**src/rtl/mem_ctrl_pkg.sv**
```systemverilog
// Shared constants for the unified 8-bit RAM/IO port controller:
// state encoding, access size codes, IO page select and helpers.
package mem_ctrl_pkg;

   typedef enum logic [1:0] {
      ST_IDLE  = 2'd0,
      ST_FETCH = 2'd1,
      ST_LOAD  = 2'd2,
      ST_STORE = 2'd3
   } mc_state_e;

   localparam logic [1:0]  SIZE_B         = 2'b00;
   localparam logic [1:0]  SIZE_H         = 2'b01;
   localparam logic [1:0]  SIZE_W         = 2'b10;
   localparam logic [1:0]  IO_SEL_DEFAULT = 2'b11;
   localparam logic [31:0] ZERO_WORD      = 32'h0000_0000;

   // Byte count of an access; the reserved code 2'b11 is treated as a word.
   function automatic logic [2:0] size_len(input logic [1:0] sz);
      case (sz)
         SIZE_B:  return 3'd1;
         SIZE_H:  return 3'd2;
         default: return 3'd4;
      endcase
   endfunction

   // IO-space predicate on addr[17:16].
   function automatic logic is_io_page(input logic [1:0] page, input logic [1:0] sel);
      return page == sel;
   endfunction

endpackage

```
**src/rtl/mem_ctrl.sv**
```systemverilog
// Arbitrates fetch and LSU onto the 8-bit RAM/IO port, serialising each
// request into byte accesses and reassembling reads little-endian.
module mem_ctrl
   import mem_ctrl_pkg::*;
#(
   parameter int         ADDR_W = 32,
   parameter logic [1:0] IO_SEL = IO_SEL_DEFAULT
) (
   input  logic              clk,
   input  logic              rst,
   input  logic              rdy,
   input  logic              misbranch_flag,
   input  logic              if_req,
   input  logic [ADDR_W-1:0] if_addr,
   output logic              if_done,
   output logic [31:0]       if_data,
   input  logic              ls_req,
   input  logic              ls_is_store,
   input  logic [1:0]        ls_size,
   input  logic [ADDR_W-1:0] ls_addr,
   input  logic [31:0]       ls_wdata,
   output logic              ls_done,
   output logic [31:0]       ls_rdata,
   input  logic [7:0]        mem_din,
   output logic [7:0]        mem_dout,
   output logic [ADDR_W-1:0] mem_a,
   output logic              mem_wr,
   input  logic              io_buffer_full
);

   mc_state_e         state_q, state_d;
   logic [2:0]        cnt_q, cnt_d, len_q, len_d;
   logic [ADDR_W-1:0] addr_q, addr_d, mem_a_q, mem_a_d;
   logic [31:0]       wdata_q, wdata_d, rbuf_q, rbuf_d;
   logic [31:0]       if_data_q, if_data_d, ls_rdata_q, ls_rdata_d;
   logic              io_q, io_d, io_gap_q, io_gap_d;
   logic              if_done_q, if_done_d, ls_done_q, ls_done_d;
   logic [7:0]        mem_dout_q, mem_dout_d;
   logic              mem_wr_q, mem_wr_d;

   logic [2:0]  nxt_cnt;
   logic [1:0]  byte_idx;
   logic [31:0] rd_word;
   logic [7:0]  st_byte;

   always_comb begin
      state_d    = state_q;
      cnt_d      = cnt_q;
      len_d      = len_q;
      addr_d     = addr_q;
      wdata_d    = wdata_q;
      rbuf_d     = rbuf_q;
      io_d       = io_q;
      io_gap_d   = io_gap_q;
      if_done_d  = 1'b0;
      ls_done_d  = 1'b0;
      if_data_d  = if_data_q;
      ls_rdata_d = ls_rdata_q;
      mem_a_d    = mem_a_q;
      mem_dout_d = mem_dout_q;
      mem_wr_d   = 1'b0;

      nxt_cnt  = cnt_q + 3'd1;
      // cnt_q addresses byte cnt_q; the byte arriving now belongs to cnt_q-1.
      byte_idx = cnt_q[1:0] - 2'd1;
      rd_word  = rbuf_q;
      if (cnt_q != 3'd0)
         rd_word = rbuf_q | ({24'b0, mem_din} << {byte_idx, 3'b000});
      st_byte  = wdata_q[{nxt_cnt[1:0], 3'b000} +: 8];

      if (rdy) begin
         io_gap_d = mem_wr_q & io_q;
         case (state_q)
            ST_IDLE: begin
               mem_a_d = '0;
               if (!misbranch_flag && !io_gap_q) begin
                  if (ls_req && !ls_done_q) begin
                     addr_d  = ls_addr;
                     len_d   = size_len(ls_size);
                     wdata_d = ls_wdata;
                     cnt_d   = 3'd0;
                     rbuf_d  = ZERO_WORD;
                     mem_a_d = ls_addr;
                     io_d    = is_io_page(ls_addr[17:16], IO_SEL);
                     if (ls_is_store) begin
                        state_d    = ST_STORE;
                        mem_dout_d = ls_wdata[7:0];
                        mem_wr_d   = !(is_io_page(ls_addr[17:16], IO_SEL) && io_buffer_full);
                     end else begin
                        state_d = ST_LOAD;
                     end
                  end else if (if_req && !if_done_q) begin
                     state_d = ST_FETCH;
                     addr_d  = if_addr;
                     len_d   = 3'd4;
                     cnt_d   = 3'd0;
                     rbuf_d  = ZERO_WORD;
                     mem_a_d = if_addr;
                     io_d    = 1'b0;
                  end
               end
            end
            ST_FETCH, ST_LOAD: begin
               if (misbranch_flag) begin
                  state_d = ST_IDLE;
                  mem_a_d = '0;
               end else if (cnt_q == len_q) begin
                  state_d = ST_IDLE;
                  mem_a_d = '0;
                  if (state_q == ST_FETCH) begin
                     if_done_d = 1'b1;
                     if_data_d = rd_word;
                  end else begin
                     ls_done_d  = 1'b1;
                     ls_rdata_d = rd_word;
                  end
               end else begin
                  rbuf_d  = rd_word;
                  cnt_d   = nxt_cnt;
                  mem_a_d = addr_q + ADDR_W'(nxt_cnt);
               end
            end
            ST_STORE: begin
               if (mem_wr_q) begin
                  if (nxt_cnt == len_q) begin
                     state_d   = ST_IDLE;
                     mem_a_d   = '0;
                     ls_done_d = 1'b1;
                  end else begin
                     cnt_d      = nxt_cnt;
                     mem_a_d    = addr_q + ADDR_W'(nxt_cnt);
                     mem_dout_d = st_byte;
                     // IO writes are separated by a mandatory idle cycle.
                     mem_wr_d   = !io_q;
                  end
               end else begin
                  mem_wr_d = !(io_q && io_buffer_full);
               end
            end
            default: state_d = ST_IDLE;
         endcase
      end
   end

   always_ff @(posedge clk) begin
      if (rst) begin
         state_q    <= ST_IDLE;
         cnt_q      <= 3'd0;
         len_q      <= 3'd0;
         addr_q     <= '0;
         wdata_q    <= ZERO_WORD;
         rbuf_q     <= ZERO_WORD;
         io_q       <= 1'b0;
         io_gap_q   <= 1'b0;
         if_done_q  <= 1'b0;
         ls_done_q  <= 1'b0;
         if_data_q  <= ZERO_WORD;
         ls_rdata_q <= ZERO_WORD;
         mem_a_q    <= '0;
         mem_dout_q <= 8'h00;
         mem_wr_q   <= 1'b0;
      end else begin
         state_q    <= state_d;
         cnt_q      <= cnt_d;
         len_q      <= len_d;
         addr_q     <= addr_d;
         wdata_q    <= wdata_d;
         rbuf_q     <= rbuf_d;
         io_q       <= io_d;
         io_gap_q   <= io_gap_d;
         if_done_q  <= if_done_d;
         ls_done_q  <= ls_done_d;
         if_data_q  <= if_data_d;
         ls_rdata_q <= ls_rdata_d;
         mem_a_q    <= mem_a_d;
         mem_dout_q <= mem_dout_d;
         mem_wr_q   <= mem_wr_d;
      end
   end

   assign if_done  = if_done_q;
   assign if_data  = if_data_q;
   assign ls_done  = ls_done_q;
   assign ls_rdata = ls_rdata_q;
   assign mem_a    = mem_a_q;
   assign mem_dout = mem_dout_q;
   assign mem_wr   = mem_wr_q;

endmodule
```
**config.mk**
```make
export PLATFORM = sky130hd
export DESIGN_NAME = mem_ctrl
export DESIGN_NICKNAME = d
export VERILOG_FILES = /design/src/rtl/mem_ctrl_pkg.sv /design/src/rtl/mem_ctrl.sv
export SDC_FILE = /design/constraint.sdc
export NUM_CORES = 1
export LEC_CHECK = 0
export ABC_AREA = 1
export CAP_MARGIN = 40
export CORE_ASPECT_RATIO = 0.7
export CORE_MARGIN = 2
export CORE_UTILIZATION = 47
export CTS_CLUSTER_DIAMETER = 150
export DETAILED_ROUTE_END_ITERATION = 10
export GPL_TIMING_DRIVEN = 0
export PLACE_DENSITY_LB_ADDON = 0.12
export SETUP_SLACK_MARGIN = 0.05
export SYNTH_ARGS = -nofsm -noshare
export SYNTH_HDL_FRONTEND = slang
export SYNTH_SLANG_ARGS = --single-unit
```
**constraint.sdc**
```tcl
create_clock -name clk -period 2.2 [get_ports clk]
set_input_delay 0.44 -clock clk [delete_from_list [all_inputs] [get_ports clk]]
set_output_delay 0.44 -clock clk [all_outputs]
set_load 0.03 [all_outputs]
```
==> Word-level counts from Yosys, hierarchy flattened <==
Index checks and enable logic that the tools add are counted.
{ "word_totals": {"regBits": 213, "in_bits": 114, "output_inout_bits": 107, "word_cells": 132} }
{ "op_classes": {"n_addsub": 3, "eq_ne": 17, "shift": 2, "muxes": 58, "bitwise": 7, "reduce_logical": 30} }
{ "ops": {"columns": ["operator", "n"], "rows": [
  ["$mux W32", 15],
  ["$pmux W32 S3", 1],
  ["$pmux W32 S2", 1],
  ["$mux W8", 5],
  ["$add A32 B3 Y32", 1],
  ["$or A32 B32 Y32", 1],
  ["$shiftx A32 B6 Y8", 1],
  ["$shl A8 B5 Y32", 1],
  ["$mux W3", 9],
  ["$ne A2 B2 Y1 const B", 8],
  ["$pmux W8 S2", 1],
  ["$mux W1", 14],
  ["$mux W2", 7],
  ["$reduce_and A7 Y1", 2],
  ["$reduce_and A6 Y1", 2],
  ["$reduce_and A5 Y1", 2],
  ["$pmux W3 S3", 1],
  ["$reduce_and A4 Y1", 2],
  ["$logic_not A1 Y1", 7],
  ["$eq A2 B2 Y1 const B", 3],
  ["$eq A3 B3 Y1", 2],
  ["$ne A3 B3 Y1 const B", 2],
  ["$pmux W2 S3", 1],
  ["$pmux W3 S2", 1],
  ["other kinds (13)", 27]
]} }

==> Logic depth before layout (Yosys ltp) <==
Gate-level depths: netlist of run 1.
{ "depth": {"word_depth": 7, "mapped_depth": 14} }

==> Worst setup path after synthesis of run 1 <==
No wires, ideal clock.
{ "synth_path": {"kind": "register to register", "startpoint": "register cnt_q[0]", "endpoint": "register mem_a_q[27] (netlist: mem_a[27])", "setup_time_ns": 0.070, "arrival_ns": 2.280, "required_ns": 2.130, "setup_slack_ns": -0.150, "path_stages_with_launch": 14, "path_buffers": 2, "cell_sequence": "dfxtp_1 > buf_6 > inv_4 > clkbuf_1 > ha_1 > ha_1 > nand2_1 > nand2_1 > nand2_1 > nor2_2 > nand3_1 > nand2_1 > nand4_1 > a21oi_1"} }
{ "synth_between": {"elab_chain_cells": 5, "word_cells_on_any_way": 9} }
{ "synth_lines": {"columns": ["item", "line", "rtl"], "rows": [
  ["from (decl)", "mem_ctrl.sv:32", "logic [2:0] cnt_q, cnt_d, len_q, len_d;"],
  ["from (signal assigned)", "mem_ctrl.sv:164", "cnt_q <= cnt_d;"],
  ["$add A3 B1 Y3", "mem_ctrl.sv:63", "nxt_cnt = cnt_q + 3'd1;"],
  ["$add A32 B3 Y32 / $eq A3 B3 Y1 (equally long branches)", "mem_ctrl.sv:120, mem_ctrl.sv:131, mem_ctrl.sv:125", null],
  ["$mux W32 (on tied branches)", "mem_ctrl.sv:125, mem_ctrl.sv:107", null],
  ["$mux W32 (on tied branches)", "mem_ctrl.sv:124, mem_ctrl.sv:104", null],
  ["$pmux W32 S3 *", "mem_ctrl.sv:73", "case (state_q)"],
  ["to (signal assigned)", "mem_ctrl.sv:175", "mem_a_q <= mem_a_d;"],
  ["to (decl)", "mem_ctrl.sv:33", "logic [ADDR_W-1:0] addr_q, addr_d, mem_a_q, mem_a_d;"]
]} }
Every way passes the cells marked *; elsewhere a longest branch is shown, timed or not. The select of a mux whose other input is x is not followed.
A chain may end at the register's enable or synchronous reset.

==> Worst setup path after layout of run 1 <==
{ "layout_path": {"startpoint": "register cnt_q[0]", "endpoint": "register mem_a_q[26] (netlist: mem_a[26])"} }
Same word-level chain as after synthesis.

==> metrics.md, run 1 <==
| Metric | Value |
|---|---|
| Syn avg cell area | 6.62 um^2 |
| Int Pwr | 7460 uW |
| Met3 routed WL | 4480 um |
| Clk root buf | clkbuf_16 |
| CTS Buffer Depth | 3 |
| Sw frac | 33.6% |
| Max-Cap Viols | 0 |
| Synthesized netlist cell count | 1,616 |
| Reg2Reg Launch Point | cnt_q[0] |
| Clk slew on worst S/H paths | 0.06 ns |
| Worst reg-to-reg path cell count | 11 |
| Number of port buffers | 219 |
| CP startpoint kind | flip-flop |
| Cell leakage power | 0.00586 uW |
| RSZ-0062 raised after global routing | yes |
| Crit path required time | 2.60 ns |
| Power share of the clock group | 35.1% |
| Antenna violations before repair | 0 |
| Filler instances | 2,018 |
| Hold buffers post-CTS | 0 |
| R2R setup slack | -0.03 ns |
| Top FF cell, synth | dfxtp_1 |
| Register bit total from synthesis | 213 |
| Post-layout min period | 2.23 ns |
| Num CTS Buffers | 23 |
| Final hold vios | 0 |
| Cell with the most instances after synthesis | nand2_1 |
| DRT Pass-1 Iters | 7 |
| HPWL Detailed | 29,500 um |
| Met2 layer wire length in the routed design | 15,700 um |
| CTS tree | built |
| Synth cell types | 40 |
| Detail Route Antenna Nets | 0 |
| # DRC | 0 |
| Reg power frac | 38.2% |
| Power, Total | 11,200 uW |
| Vias in the first global route | 10,600 |
| Asr flop ratio synth | 0% |
| Met1 WL | 18,600 um |
| First-pass GRT wire length | 57,700 um |
| Critical path class | flip-flop to flip-flop |
| Reg2reg end | mem_a[26] |
| Synth top cells by count | nand2_1, o21ai_0, dfxtp_1, inv_1, nor2_1 |
| Psw | 3770 uW |
| Proportion of layout cells with a drive suffix above 1 | 11.3% |
| Hold Crit Depth | 3 |
| Final WL | 39,400 um |
| Status | finished, violations left |
| Peak VDD IR | 0.523 mV |
| Syn nets | 1,739 |
| Total grt overflow | 0 |
| CP max FO | 5 |
| DR vias | 11,900 |
| Top Layer Used | met4 |
| Worst EP arrival | 2.63 ns |
| CTS sink count | 213 |
| Nets@finish | 2,010 |
| Drt first-iter violations | 1,262 |
| Top cell type by total area after synthesis | dfxtp_1 |
| Worst-Margin Slew | 0.741 ns |
| Combinational group share of total power | 26.7% |
| Num rows | 46 |
| Worst Hold Path EP | io_gap_q |
| Synthesis-to-finish area growth | 37.4% |
| Routed vias/inst | 5.39 |
| Max frequency | 449 MHz |
| I/O Pins | 221 |
| Crit end category | flip-flop |
| Tcrit/Tclk final | 101% |
| Finished Layout Cells | 2,216 |
| Final setup margin | -0.0276 ns |
| Clock skew | 0.00742 ns |
| Die Ht | 130 um |
| Placer congestion estimate | 1.02 |
| Area of the mapped netlist | 10,700 um^2 |
| Hold path startpoint | rdy |
| Drt wl/cell | 17.8 um |
| Inserted Diodes | 0 |
| Largest net degree at the start of global routing | 17 |
| Worst Hold Class | primary input to flip-flop |
| Main area contributors after synthesis | dfxtp_1, nand2_1, o21ai_0 |
| Slew headroom | 50.6% |
| PwrDens | 764 nW/um^2 |
| Total track usage | 31.2% |
| Final slew viol count | 0 |
| Initial Util | 47.5% |
| Placed Cells | 2,147 |
| Final setup violation count | 1 |
| Failing checks | negative setup slack |
| Core footprint | 22,500 um^2 |
| Clk_lat worst skew | 0.52 ns |
| H-tree depth | 1 |
| Die X-Extent | 184 um |
| Sequential cell area fraction in the yosys report | 39.9% |
| Synth top area share | 39.9% |
| Number of synthesized flops with an enable pin | 0 |
| Synth warn | 0 |
| Die area | 24,000 um^2 |
[what timing repair did]
action / in CTS / in global routing
pin swaps: 12 / 35
setup buffers: 15 / 13
cloned: 0 / 1
endpoints found under the setup margin: 152 / 182
gates resized for setup: 52 / 101
endpoints found under the hold margin: 0 / 0
[per-layer routing]
layer	vias to the layer above	track usage (%)
met4	0	5.41
met2	604	44.4
met3	45	7.45
li1	5751	-
met1	5545	48.0
met5	-	0
[cells by family after synthesis]
| group | share of synthesized area [%] |
|---|---|
| AOI/OAI and AO/OA | 21.2 |
| adders and majority gates | 1.12 |
| DFF | 39.9 |
| xor gates and xnor gates | 1.23 |
| buffers and inverters | 12.1 |
| and+or+nand+nor | 24.5 |
[state kept, by name, summed over array words and instances (netlist names), 2 cells and up]
register / flops
mem_dout: 8
rbuf_q: 32
addr_q: 32
ls_rdata: 32
if_data: 32
cnt_q: 3
len_q: 3
wdata_q: 32
mem_a: 32
state_q: 2
[final cells by class]
class | count | area (um^2) | share of cell area (%)
Buffer | 95 | 493 | 3.35
Clock buffer | 33 | 643 | 4.38
Clock inverter | 9 | 108 | 0.732
Inverter | 220 | 841 | 5.72
Multi-Input combinational cell | 1086 | 5490 | 37.4
Sequential cell | 213 | 4270 | 29.1
Tap cell | 312 | 390 | 2.66
Timing Repair Buffer | 248 | 2460 | 16.7
[layout by cell type (no fill, tap or decap), drive strengths merged, types with 4 or more instances in the layout]
master	n
nor2	182
a21oi	159
dfxtp	213
ha	8
nand4	26
xor2	12
clkbuf	95
clkdlybuf4s50	219
buf	62
clkinv	4
o21ai	265
inv	221
nand3	88
o22ai	8
nand2	322
[through the flow]
step / setup TNS [ns] / setup WS [ns] / util, % / hold slack, ns / cell area [um^2]
after floorplan: 0 / 0.0713 / - / 0.444 / 10700
after global placement: -47.69 / -0.718 / 59.1 / 0.431 / 13300
after detailed placement: -51.43 / -0.704 / 59.1 / 0.438 / 13300
after CTS: 0 / 0.0651 / 63.7 / 0.286 / 14300
after global routing: -0.131 / -0.0499 / 65.3 / 0.318 / 14700
final: -0.0276 / -0.0276 / 65.3 / 0.289 / 14700
[critical path, cell delays in order (launching register included)]
cell	delay, ns
dfxtp_4	0.36
buf_6	0.13
inv_12	0.04
ha_4	0.32
fa_2	0.26
nand3_2	0.10
nand2_4	0.14
nand3_4	0.11
nor2_4	0.18
nand3b_1	0.19
nand4_1	0.19
a21oi_1	0.08
[worst max-delay path by stage]
stage | from | cells after the start | endpoint | slack, ns
floorplan | cnt_q[0] | 12 | mem_a[20] | 0.07
global placement | cnt_q[0] | 12 | mem_a[28] | -0.72
detailed placement | cnt_q[0] | 12 | mem_a[28] | -0.70
CTS | cnt_q[1] | 12 | mem_a[26] | 0.07
global route | cnt_q[0] | 11 | mem_a[26] | -0.05
finish | cnt_q[0] | 11 | mem_a[26] | -0.03
[power by group through the flow]
stage               logic [uW]  clock network (uW)  registers (uW)
floorplan                 1400                   0            4560
global placement          2650                   0            4350
detailed placement        2670                   0            4360
CTS                       2780                3920            4280
global route              3220                4070            4320
finish                    3000                3940            4300
(Power assumes the default switching activity.)
==> run 2: changes to the inputs <==
- CAP_MARGIN: 40 -> 20
- HOLD_SLACK_MARGIN: unset -> 0.1
==> results of run 2 <==
No change in the layout: final DEF, timing and power equal those of run 1.
